<file path="src/rtl/rv32_pkg.sv">
// Shared RV32 fetch-path definitions: NOP encoding, reset defaults,
// fetch FSM states and the fetch-address legality check.
package rv32_pkg;

    localparam logic [31:0] RV32_NOP           = 32'h0000_0013;
    localparam logic [31:0] RESET_PC_DEFAULT   = 32'h0000_0000;
    localparam int unsigned IMEM_WORDS_DEFAULT = 256;

    typedef enum logic [1:0] {
        BOOT  = 2'd0,
        RUN   = 2'd1,
        FAULT = 2'd2
    } fetch_state_t;

    // Widened compare so that a word count near 2^30 cannot overflow the byte limit.
    function automatic logic addr_fault(input logic [31:0] addr, input int unsigned words);
        logic [33:0] limit;
        limit = {words, 2'b00};
        return (addr[1:0] != 2'b00) || ({2'b00, addr} >= limit);
    endfunction

endpackage

</file>
<file path="src/rtl/if_id_reg.sv">
// IF/ID pipeline register: captures a fetched instruction, holds, or flushes to NOP.
module if_id_reg
    import rv32_pkg::*;
(
    input  logic        clk,
    input  logic        rst_n,
    input  logic        capture_i,
    input  logic        flush_i,
    input  logic [31:0] pc_i,
    input  logic [31:0] instr_i,
    output logic        valid_o,
    output logic [31:0] pc_o,
    output logic [31:0] instr_o
);

    logic        valid_q, valid_d;
    logic [31:0] pc_q, pc_d;
    logic [31:0] instr_q, instr_d;

    // Flush wins over capture; the PC field is left as-is on flush since it is
    // only meaningful while valid.
    always_comb begin
        valid_d = valid_q;
        pc_d    = pc_q;
        instr_d = instr_q;
        if (flush_i) begin
            valid_d = 1'b0;
            instr_d = RV32_NOP;
        end else if (capture_i) begin
            valid_d = 1'b1;
            pc_d    = pc_i;
            instr_d = instr_i;
        end
    end

    always_ff @(posedge clk or negedge rst_n) begin
        if (!rst_n) begin
            valid_q <= 1'b0;
            pc_q    <= 32'h0000_0000;
            instr_q <= RV32_NOP;
        end else begin
            valid_q <= valid_d;
            pc_q    <= pc_d;
            instr_q <= instr_d;
        end
    end

    assign valid_o = valid_q;
    assign pc_o    = pc_q;
    assign instr_o = valid_q ? instr_q : RV32_NOP;

endmodule

</file>
<file path="src/rtl/fetch_unit.sv">
// Instruction fetch stage: PC register, BOOT/RUN/FAULT control, delivered-instruction
// counter and the IF/ID register feeding decode.
module fetch_unit
    import rv32_pkg::*;
#(
    parameter logic [31:0] RESET_PC   = RESET_PC_DEFAULT,
    parameter int unsigned IMEM_WORDS = IMEM_WORDS_DEFAULT
) (
    input  logic        clk,
    input  logic        rst_n,
    input  logic        stall_i,
    input  logic        redirect_valid_i,
    input  logic [31:0] redirect_pc_i,
    output logic [31:0] imem_pc_o,
    input  logic [31:0] imem_instr_i,
    output logic        ifid_valid_o,
    output logic [31:0] ifid_pc_o,
    output logic [31:0] ifid_instr_o,
    output logic        fetch_fault_o,
    output logic [31:0] fetch_count_o
);

    fetch_state_t state_q, state_d;
    logic [31:0]  pc_q, pc_d;
    logic [31:0]  count_q, count_d;
    logic         fault_q, fault_d;
    logic         capture;
    logic         flush;

    // Redirect beats stall beats advance. A sequential step only proceeds when the
    // PC about to be fetched is legal, so running off the end of memory faults on
    // the edge after the last word is delivered, with the PC left where it was.
    always_comb begin
        state_d = state_q;
        pc_d    = pc_q;
        count_d = count_q;
        fault_d = fault_q;
        capture = 1'b0;
        flush   = 1'b0;
        unique case (state_q)
            BOOT: begin
                state_d = RUN;
            end
            RUN: begin
                if (redirect_valid_i) begin
                    flush = 1'b1;
                    if (addr_fault(redirect_pc_i, IMEM_WORDS)) begin
                        state_d = FAULT;
                        fault_d = 1'b1;
                    end else begin
                        pc_d = redirect_pc_i;
                    end
                end else if (!stall_i) begin
                    if (addr_fault(pc_q, IMEM_WORDS)) begin
                        state_d = FAULT;
                        fault_d = 1'b1;
                        flush   = 1'b1;
                    end else begin
                        capture = 1'b1;
                        pc_d    = pc_q + 32'd4;
                        count_d = count_q + 32'd1;
                    end
                end
            end
            FAULT: begin
                state_d = FAULT;
            end
            default: begin
                state_d = BOOT;
            end
        endcase
    end

    always_ff @(posedge clk or negedge rst_n) begin
        if (!rst_n) begin
            state_q <= BOOT;
            pc_q    <= RESET_PC;
            count_q <= 32'h0000_0000;
            fault_q <= 1'b0;
        end else begin
            state_q <= state_d;
            pc_q    <= pc_d;
            count_q <= count_d;
            fault_q <= fault_d;
        end
    end

    if_id_reg u_if_id_reg (
        .clk       (clk),
        .rst_n     (rst_n),
        .capture_i (capture),
        .flush_i   (flush),
        .pc_i      (pc_q),
        .instr_i   (imem_instr_i),
        .valid_o   (ifid_valid_o),
        .pc_o      (ifid_pc_o),
        .instr_o   (ifid_instr_o)
    );

    assign imem_pc_o     = pc_q;
    assign fetch_fault_o = fault_q;
    assign fetch_count_o = count_q;

endmodule

</file>
<file path="config.mk">
export PLATFORM = sky130hd
export DESIGN_NAME = fetch_unit
export DESIGN_NICKNAME = d
export VERILOG_FILES = /design/src/rtl/rv32_pkg.sv /design/src/rtl/if_id_reg.sv /design/src/rtl/fetch_unit.sv
export SDC_FILE = /design/constraint.sdc
export NUM_CORES = 1
export LEC_CHECK = 0
export ABC_AREA = 1
export CELL_PAD_IN_SITES_DETAIL_PLACEMENT = 1
export CELL_PAD_IN_SITES_GLOBAL_PLACEMENT = 1
export CORE_MARGIN = 2
export CORE_UTILIZATION = 36
export DETAILED_ROUTE_END_ITERATION = 12
export MAX_ROUTING_LAYER = met4
export PLACE_DENSITY_LB_ADDON = 0.1
export SYNTH_ARGS = -nofsm -noshare
export SYNTH_HDL_FRONTEND = slang
export SYNTH_SLANG_ARGS = --single-unit
</file>
<file path="constraint.sdc">
create_clock -name clk -period 4.19 [get_ports clk]
set_clock_uncertainty 0.05 [all_clocks]
set_input_delay 0.419 -clock clk [delete_from_list [all_inputs] [get_ports clk]]
set_output_delay 0.419 -clock clk [all_outputs]
set_load 0.02 [all_outputs]
</file>
=== After elaboration in Yosys (flattened, before gate mapping) ===
Index checks and enable logic that the tools add are counted.
Widths: inputs -> output; s select.

* Mux-type cells: 26
* Bitwise gates (word level): 4
* Shifts and indexed selects: 0
* Divide/modulo/power cells: 0
* Order comparisons: 2
* Equality and inequality tests: 9
* Add/sub/neg operators: 2
* Multiply operators: 0
* Reduce and logical (&&, ||, !) cells: 12

{| class="wikitable"
|+ Operators with widths
! kind !! count
|-
| $mux 32 || 7
|-
| $ge 32x11->1 const B || 2
|-
| $add 32x1->32 const B || 1
|-
| $add 32x3->32 const B || 1
|-
| $mux 1 || 14
|-
| $reduce_and 4->1 || 3
|-
| $ne 3x3->1 const B || 3
|-
| $mux 2 || 4
|-
| $reduce_bool 2->1 || 4
|-
| $pmux 2 s3 || 1
|-
| $ne 2x1->1 const B || 2
|-
| $ne 2x2->1 const B || 2
|-
| $not 1->1 || 4
|-
| $reduce_and 3->1 || 1
|-
| $eq 2x1->1 const B || 1
|-
| $eq 2x2->1 const B || 1
|-
| $logic_not 2->1 || 1
|-
| $logic_or 1x1->1 || 2
|-
| $reduce_and 2->1 || 1
|}

* Bits in writable memories: 0
* ROM bits: 0
* Bits of input ports: 68
* Memories kept: 0
* Bits in latches: 0
* Logic and storage cells: 62
* Register bits after elaboration: 132

=== Longest topological paths before layout ===
Gate-level depths: netlist of the first run.

* Word-level depth: 8
* Gate-level depth with buffers: 12
* Depth with buffers taken out: 11

=== Hierarchy ===
Synthesis of the first run repeated with hierarchy kept, for this count alone.

* Cell total of the unflattened synthesis: 887
* Area, all modules: 6618.8 um2

{| class="wikitable"
|+ By module, submodules not included
! module !! cells an instance !! area an instance (um2) !! times used
|-
| fetch_unit || 542 || 3826.2 || 1
|-
| if_id_reg || 345 || 2792.7 || 1
|}

=== Least setup slack after synthesis of the first run ===
No wires, ideal clock.

* Path type: register to register
* Start: register count_q[0] (netlist: fetch_count_o[0])
* End: register count_q[30] (netlist: fetch_count_o[30])
* Slack: 2.455 ns
* Library setup time: 0.117 ns
* Arrival time: 1.568 ns
* Stages on the path, launching flop included: 11
* Cell sequence: dfrtp_1 -> ha_1 -> nand2_1 -> nor2_1 -> inv_1 -> nor2_1 -> nand2_1 -> nand2_1 -> nand2_1 -> nand2_1 -> nand2_1

* Cells in the longest elaborated chain, start to end: 1

{| class="wikitable"
|+ Ends and longest elaborated chain
! what !! RTL line !! RTL
|-
| start: declaration || fetch_unit.sv:25 || <nowiki>logic [31:0] count_q, count_d;</nowiki>
|-
| start signal: assignment || fetch_unit.sv:83 || <nowiki>count_q <= count_d;</nowiki>
|-
| $add 32x1->32 || fetch_unit.sv:61 || <nowiki>count_d = count_q + 32'd1;</nowiki>
|}

Every way passes these cells.
A chain may end at the register's enable or synchronous reset.

=== Worst setup path in the final report of the first run ===
* Start: register u_if_id_reg.valid_q (netlist: u_if_id_reg.valid_o)
* End: output port ifid_instr_o[12]

* Cells in the longest elaborated chain, start to end: 1

{| class="wikitable"
|+ Ends and longest elaborated chain
! what !! RTL line !! RTL
|-
| start: declaration || if_id_reg.sv:16 || <nowiki>logic valid_q, valid_d;</nowiki>
|-
| start signal: assignment || if_id_reg.sv:42 || <nowiki>valid_q <= valid_d;</nowiki>
|-
| $mux 32 || if_id_reg.sv:50 || <nowiki>assign instr_o = valid_q ? instr_q : RV32_NOP;</nowiki>
|-
| end: declaration || fetch_unit.sv:18 || <nowiki>output logic [31:0] ifid_instr_o,</nowiki>
|}

Every way passes these cells.

==> summary.md, run 1 <==
| Metric | Value |
|---|---|
| Status | complete, no violations |
| Vias in the first global route | 6,237 |
| Cell variety after synth | 29 |
| First-pass GRT wire length | 31.32 mm |
| Drt total wl | 19.50 mm |
| Sequential share of the synthesized area | 51.33% |
| Hold EP | u_if_id_reg.pc_o[16] |
| Setup violators final | 0 |
| Syn avg cell area | roughly 7.5 sq um |
| Cell total after placement | between 1,000 and 1,500 |
| Register-to-Register Path Depth | 8 |
| Iter 0 DRT Violations | 195 |
| Critical path capture point type | primary output |
| Final WS setup | around 1.3 ns |
| Arrival time worst endpoint | 2.38 ns |
| Commonest non-fill, non-tap cell in the layout | nand2_1 |
| Layout Nets | 1,127 |
| Final min period | 2.852 ns |
| WHS Path Cells | 2 |
| Endpoints failing hold | 0 |
| Largest net degree at the start of global routing | 74 |
| Routed Antenna Nets | 0 |
| Drc violations | 0 |
| Final HPWL DP | 13.97 mm |
| Total grt overflow | 0 |
| Worst-Margin Slew | 1.096 ns |
| R2R Setup Slk | 1.93 ns |
| Setup slack at placement | 1.137 ns |
| Worst R2R Start | state_q[1] |
| XOR/XNOR Fraction of Synth Area | ~2.4% |
| Register bit total from synthesis | 132 |
| Sw Share | a little under a quarter |
| Share of post-route cells with drive strength above 1 | ~4.6% |
| Total Routing Usage GR | 21.87% |
| CP Max Fanout | 34 |
| Die height | 137.8 um |
| Fill cell count | 2,116 |
| Reg-to-Reg End | imem_pc_o[8] |
| Compound-Gate Fraction of Synth Area | 2.311% |
| Die ar. | about 19,000 sq um |
| Synth Instances | 859 |
| # H-tree levels | 4 |
| Commonest non-fill, non-tap cells in the layout | 372 x nand2_1, 196 x clkdlybuf4s50_1, 129 x dfrtp_1, 116 x inv_1, 94 x nor2_1 |
| Num CTS Buffers | 17 |
| Die X | 137.8 um |
| N_diodes | 0 |
| Clock power share | 51.5% |
| Mapped Area | approximately 6400 sq um |
| Pre-antenna DRT Iters | 4 |
| Setup crit start kind | flip-flop |
| Post-CTS setup buffer count | 0 |
| CTS tree | done |
| Max-cap viol count | 0 |
| Slew margin rel. | a little over a quarter |
| Final Wtd Congestion | 0.8065 |
| Power Total | 3.091 mW |
| Psw | 0.7210 mW |
| Largest family of logic cells by synthesized area | simple AND/OR/NAND/NOR gates |
| I/O Buffers | 197 |
| Leakage power | 4.778 nW |
| CORE AREA | ~17,000 sq um |
| Final TNS setup | 0 ns |
| Period utilization | 68.06% |
| Area grow syn2layout | 42.61% |
| Gate power share | 6.7% |
| Hold Path Origin | u_if_id_reg.pc_o[16] |
| Power Dens Cells | 336.5 nW/um^2 |
| Syn Nets | just over 900 |
| I/O Pins | around 200 |
| Critical Path RT | approximately 3.7 ns |
| Clk root buf | clkbuf_16 |
| Max Clk Rate | 350.7 MHz |
| Row cnt | between 40 and 50 |
| Internal power | 2.370 mW |
| Initial Util | 36.99% |
| Clk buf depth | 2 |
| Yosys warnings | 0 |
| Antenna violations before repair | 0 |
| RSZ-0062 raised after global routing | no |
| Mux share of post-synthesis cell area | 0.4661% |
| Pins Over Slew Limit | 0 |
| CTS-repair resized insts | 0 |
| TritonCTS Sinks | 132 |
| Worst hold path type | reg -> reg |
| Via count | 5,950 |
| Adder-cell share of the synthesized area | less than 1% |
| Worst skew pair latency | between 0.4 and 0.5 ns |
| Clk slew on worst S/H paths | 0.06 ns |
| Wirelength per Cell | 15.10 um |
| Crit path kind | reg -> out |
| Vias per inst | 4.605 |
| Cell Count, Final, Fillers Out | 1,292 |
| Max VDD drop | around 0.31 mV |
| Reg power frac | a little over two fifths |
| Synth Area in Simple Gates | 32.71% |
-- synthesized netlist by cell type --
master / number / share of area [%]
dfstp_2: 3 / 1.2
inv_2: 3 / 0.17
inv_1: 116 / 6.8
clkinv_2: 1 / 0.078
nand2_1: 372 / 22
nor3_1: 10 / 0.78
nand4_1: 3 / 0.29
nand3_1: 34 / 2.6
nand2_2: 3 / 0.29
dfrtp_1: 129 / 50
ha_1: 5 / 0.97
o22ai_1: 1 / 0.097
a31oi_1: 2 / 0.19
o21ai_0: 6 / 0.47
buf_2: 10 / 0.78
and2_0: 1 / 0.097
xor2_1: 13 / 1.8
nand3b_1: 9 / 1.0
buf_6: 9 / 1.6
nor3_4: 1 / 0.25
nand3_2: 1 / 0.16
o21bai_1: 2 / 0.23
o21a_1: 2 / 0.23
xnor2_1: 5 / 0.68
clkbuf_1: 7 / 0.41
nor2_1: 94 / 5.5
mux2i_1: 3 / 0.47
o21ai_1: 13 / 1.0
a21oi_1: 1 / 0.078
-- what timing repair did --
item | CTS | global route
hold buffers | 1 | 0
hold endpoints to repair | 64 | 0
setup endpoints to repair | 0 | 0
-- sequential cells by signal, indices dropped and copies added (netlist names) --
register,cells
imem_pc_o,32
fetch_count_o,32
state_q,2
u_if_id_reg.pc_o,32
u_if_id_reg.instr_q,32
fetch_fault_o,1
u_if_id_reg.valid_o,1
-- power groups by stage --
stage	combinational, mW	clock, mW	sequential (mW)
6_report	0.206	1.59	1.29
5_1_grt	0.233	1.69	1.29
4_1_cts	0.212	1.64	1.29
3_5_place_dp	0.210	0	1.31
3_3_place_gp	0.205	0	1.31
2_1_floorplan	0.0874	0	1.31
-- kinds of logic after synthesis --
logic type      after synthesis
buf+inv                     146
mux                           3
compound gates               27
simple gates                528
flops                       132
xor+xnor                     18
fa+ha+maj                     5
-- worst max path at each step --
stage / start / to
2_1_floorplan: fetch_count_o[0] / fetch_count_o[30]
3_3_place_gp: redirect_valid_i / imem_pc_o[5]
3_5_place_dp: redirect_valid_i / imem_pc_o[8]
4_1_cts: u_if_id_reg.valid_o / ifid_instr_o[12]
5_1_grt: u_if_id_reg.valid_o / ifid_instr_o[12]
6_report: u_if_id_reg.valid_o / ifid_instr_o[12]
-- area by class of cell --
cell class / instances / area [sq um] / share of cell area (%)
repair buffers: 202 / 2013 / 21.91
multi-input cells: 581 / 2506 / 27.28
well taps: 225 / 281.5 / 3.064
inverters: 120 / 451.7 / 4.916
clock buffers: 17 / 425.4 / 4.630
clock inverters: 15 / 202.7 / 2.206
flip-flops and latches: 132 / 3307 / 35.99
-- through the flow --
stage / util [%] / hold WS [ns] / area [sq um]
after floorplan: - / 0.07341 / 6442
after global placement: 49.09 / 0.3987 / 8549
after detailed placement: 49.09 / 0.4038 / 8549
after CTS: 52.75 / 0.4196 / 9188
after global routing: 52.75 / 0.4411 / 9188
final: 52.75 / 0.4149 / 9188
-- worst max-delay path: stages (launching register included) --
cell and delay, ns:
dfrtp_1 1.06, nand2_1 0.19, inv_1 0.10, clkdlybuf4s50_1 0.60
-- metal layers --
| layer | global-route usage, % | vias to the layer above | wire, um |
|---|---|---|---|
| met5 | - | - | 0 |
| met4 | 5.896 | 0 | 252 |
| met3 | 6.144 | 21 | 1046 |
| met2 | 37.62 | 120 | 10040 |
| met1 | 25.12 | 2847 | 8167 |
| li1 | - | 2962 | - |
Note: power is estimated with default switching activity, not from simulation.
==> run 2, diff against run 1 <==
CORE_UTILIZATION = 33   (was 36)
clock period = 3 ns   (was 4.19 ns; I/O delays follow)
==> run 2 against run 1 <==
Register-to-register slack worse by 1.0 ns. Global-route usage is 1.1 points lower. Total power grew 36%. First-iteration DRC count rose by 0.51%. Critical endpoint unchanged.
==> summary.md, run 2 (synthesis gave the netlist of run 1 again) <==
| Metric | Value |
|---|---|
| Status | complete, no violations |
| TritonCTS Sinks | 132 (unchanged) |
| Post-CTS setup buffer count | 0 (unchanged) |
| Worst Setup SP | u_if_id_reg.valid_o |
| CORE AREA | 19,330 sq um (+11%) |
| Final min period | 2.504 ns |
| Critical path capture point type | primary output |
| Critical Path RT | 2.65 ns (-1.07 ns) |
| Commonest non-fill, non-tap cell in the layout | nand2_1 |
| Die ar. | 20,660 sq um (+8.8%) |
| CTS tree | done |
| Worst skew pair latency | 0.42 ns (about the same) |
| Area grow syn2layout | 44.05% |
| Vias in the first global route | 6,250 (+0.21%) |
| Power Dens Cells | 453.9 nW/um^2 (+35%) |
| Pins Over Slew Limit | 0 (unchanged) |
| # H-tree levels | 4 (unchanged) |
| WHS Path Cells | 3 (+1) |
| Final HPWL DP | 14.27 mm (+2.2%) |
| Layout Nets | 1,132 (+0.44%) |
| Leakage power | 4.803 nW (+0.51%) |
| Pre-antenna DRT Iters | 4 (unchanged) |
| Arrival time worst endpoint | 2.15 ns (-0.23 ns) |
| Reg-to-Reg End | fetch_count_o[30] |
| Routed Antenna Nets | 0 (unchanged) |
| Largest net degree at the start of global routing | 78 (+5.4%) |
| I/O Pins | 198 (unchanged) |
| Setup slack at placement | 0.4670 ns (-0.6698 ns) |
| R2R Setup Slk | 0.91 ns (-1.02 ns) |
| Drc violations | 0 (unchanged) |
| Share of post-route cells with drive strength above 1 | 5.037% (+0.44 points) |
| Clk root buf | clkbuf_16 |
| N_diodes | 0 (unchanged) |
| First-pass GRT wire length | 32.35 mm (+3.3%) |
| Num CTS Buffers | 17 (unchanged) |
| Setup violators final | 0 (unchanged) |
| Crit path kind | reg -> out |
| Hold Path Origin | imem_instr_i[27] |
| Worst-Margin Slew | 0.7734 ns (-0.3223 ns) |
| Slew margin rel. | 48.44% (+21 points) |
| Register-to-Register Path Depth | 10 (+2) |
| Via count | 5,897 (-0.89%) |
| Drt total wl | 19.69 mm (+0.93%) |
| Total grt overflow | 0 (unchanged) |
| Max Clk Rate | 399.4 MHz |
| Endpoints failing hold | 0 (unchanged) |
| Setup crit start kind | flip-flop |
| Wirelength per Cell | 14.72 um (-2.5%) |
| Clk buf depth | 2 (unchanged) |
| Die X | 143.7 um (+4.3%) |
| Max-cap viol count | 0 (unchanged) |
| CTS-repair resized insts | 0 (unchanged) |
| Total Routing Usage GR | 20.73% (-1.1 points) |
| Final WS setup | 0.4960 ns (-0.8422 ns) |
| Hold EP | u_if_id_reg.instr_q[27] |
| Vias per inst | 4.411 (-4.2%) |
| Commonest non-fill, non-tap cells in the layout | 372 x nand2_1, 196 x clkdlybuf4s50_1, 129 x dfrtp_1, 116 x inv_1, 94 x nor2_1 |
| Final TNS setup | 0 ns (unchanged) |
| Iter 0 DRT Violations | 196 (+0.51%) |
| Row cnt | 51 (+6.3%) |
| Final Wtd Congestion | 0.8324 (+3.2%) |
| Period utilization | 83.47% |
| Worst hold path type | in -> reg |
| RSZ-0062 raised after global routing | no |
| CP Max Fanout | 18 (-47%) |
| Worst hold slack | 0.3608 ns (-0.05409 ns) |
| Max VDD drop | 0.4234 mV (+35%) |
| I/O Buffers | 197 (unchanged) |
| Fill cell count | 2,385 (+13%) |
| Clk slew on worst S/H paths | 0.06 ns (about the same) |
| Initial Util | 33.32% (-3.7 points) |
| Die height | 143.7 um (+4.3%) |
| Hold buffers post-CTS | 1 (unchanged) |
| Worst R2R Start | fetch_count_o[0] |
| Antenna violations before repair | 0 (unchanged) |
[run 2: worst max-delay path, cell delays in order (launching register included)]
cell             delay, ns
dfrtp_1               0.76
buf_12                0.23
nand2_1               0.06
inv_1                 0.07
clkdlybuf4s50_1       0.62
[run 2: report_power, final]
group | internal (mW) | switching, mW | total, mW | leakage [nW]
clock | 1.25 | 0.869 | 2.12 | 0.293
combinational | 0.127 | 0.166 | 0.292 | 2.81
sequential | 1.79 | 0.00828 | 1.80 | 1.70
total | 3.17 | 1.04 | 4.21 | 4.80
[run 2: per-layer routing]
layer	wire length [um]	GRT usage, %	vias to the layer above	share of wire [%]
met5	0	-	-	0
met4	289	6.244	0	1.5
met3	825	4.732	20	4.2
met2	10080	35.21	102	51
met1	8488	24.58	2820	43
li1	-	-	2955	-
[run 2: area by class of cell]
class / count / area [sq um] / area share [%]
multi-input combinational: 581 / 2506 / 27.01
clock buffer: 17 / 425.4 / 4.584
inverter: 120 / 451.7 / 4.867
timing repair buffer: 207 / 2088 / 22.50
sequential: 132 / 3307 / 35.63
tap: 265 / 331.6 / 3.573
clock inverter: 15 / 170.2 / 1.834
[run 2: per-stage QoR]
stage	power (mW)	instance area (sq um)	instances	utilization [%]
floorplan	1.956	6442	859	-
global placement	2.133	8675	1304	44.87
detailed placement	2.135	8675	1304	44.87
CTS	4.275	9280	1337	48.00
global route	4.398	9280	1337	48.00
finish	4.212	9280	1337	48.00
[run 2: worst max-delay path by stage]
stage                                   end  depth (start not counted)
after CTS                  ifid_instr_o[12]                          4
after detailed placement      imem_pc_o[10]                         12
after floorplan           fetch_count_o[30]                         10
after global routing       ifid_instr_o[12]                          4
after global placement         imem_pc_o[5]                         12
final                      ifid_instr_o[12]                          4
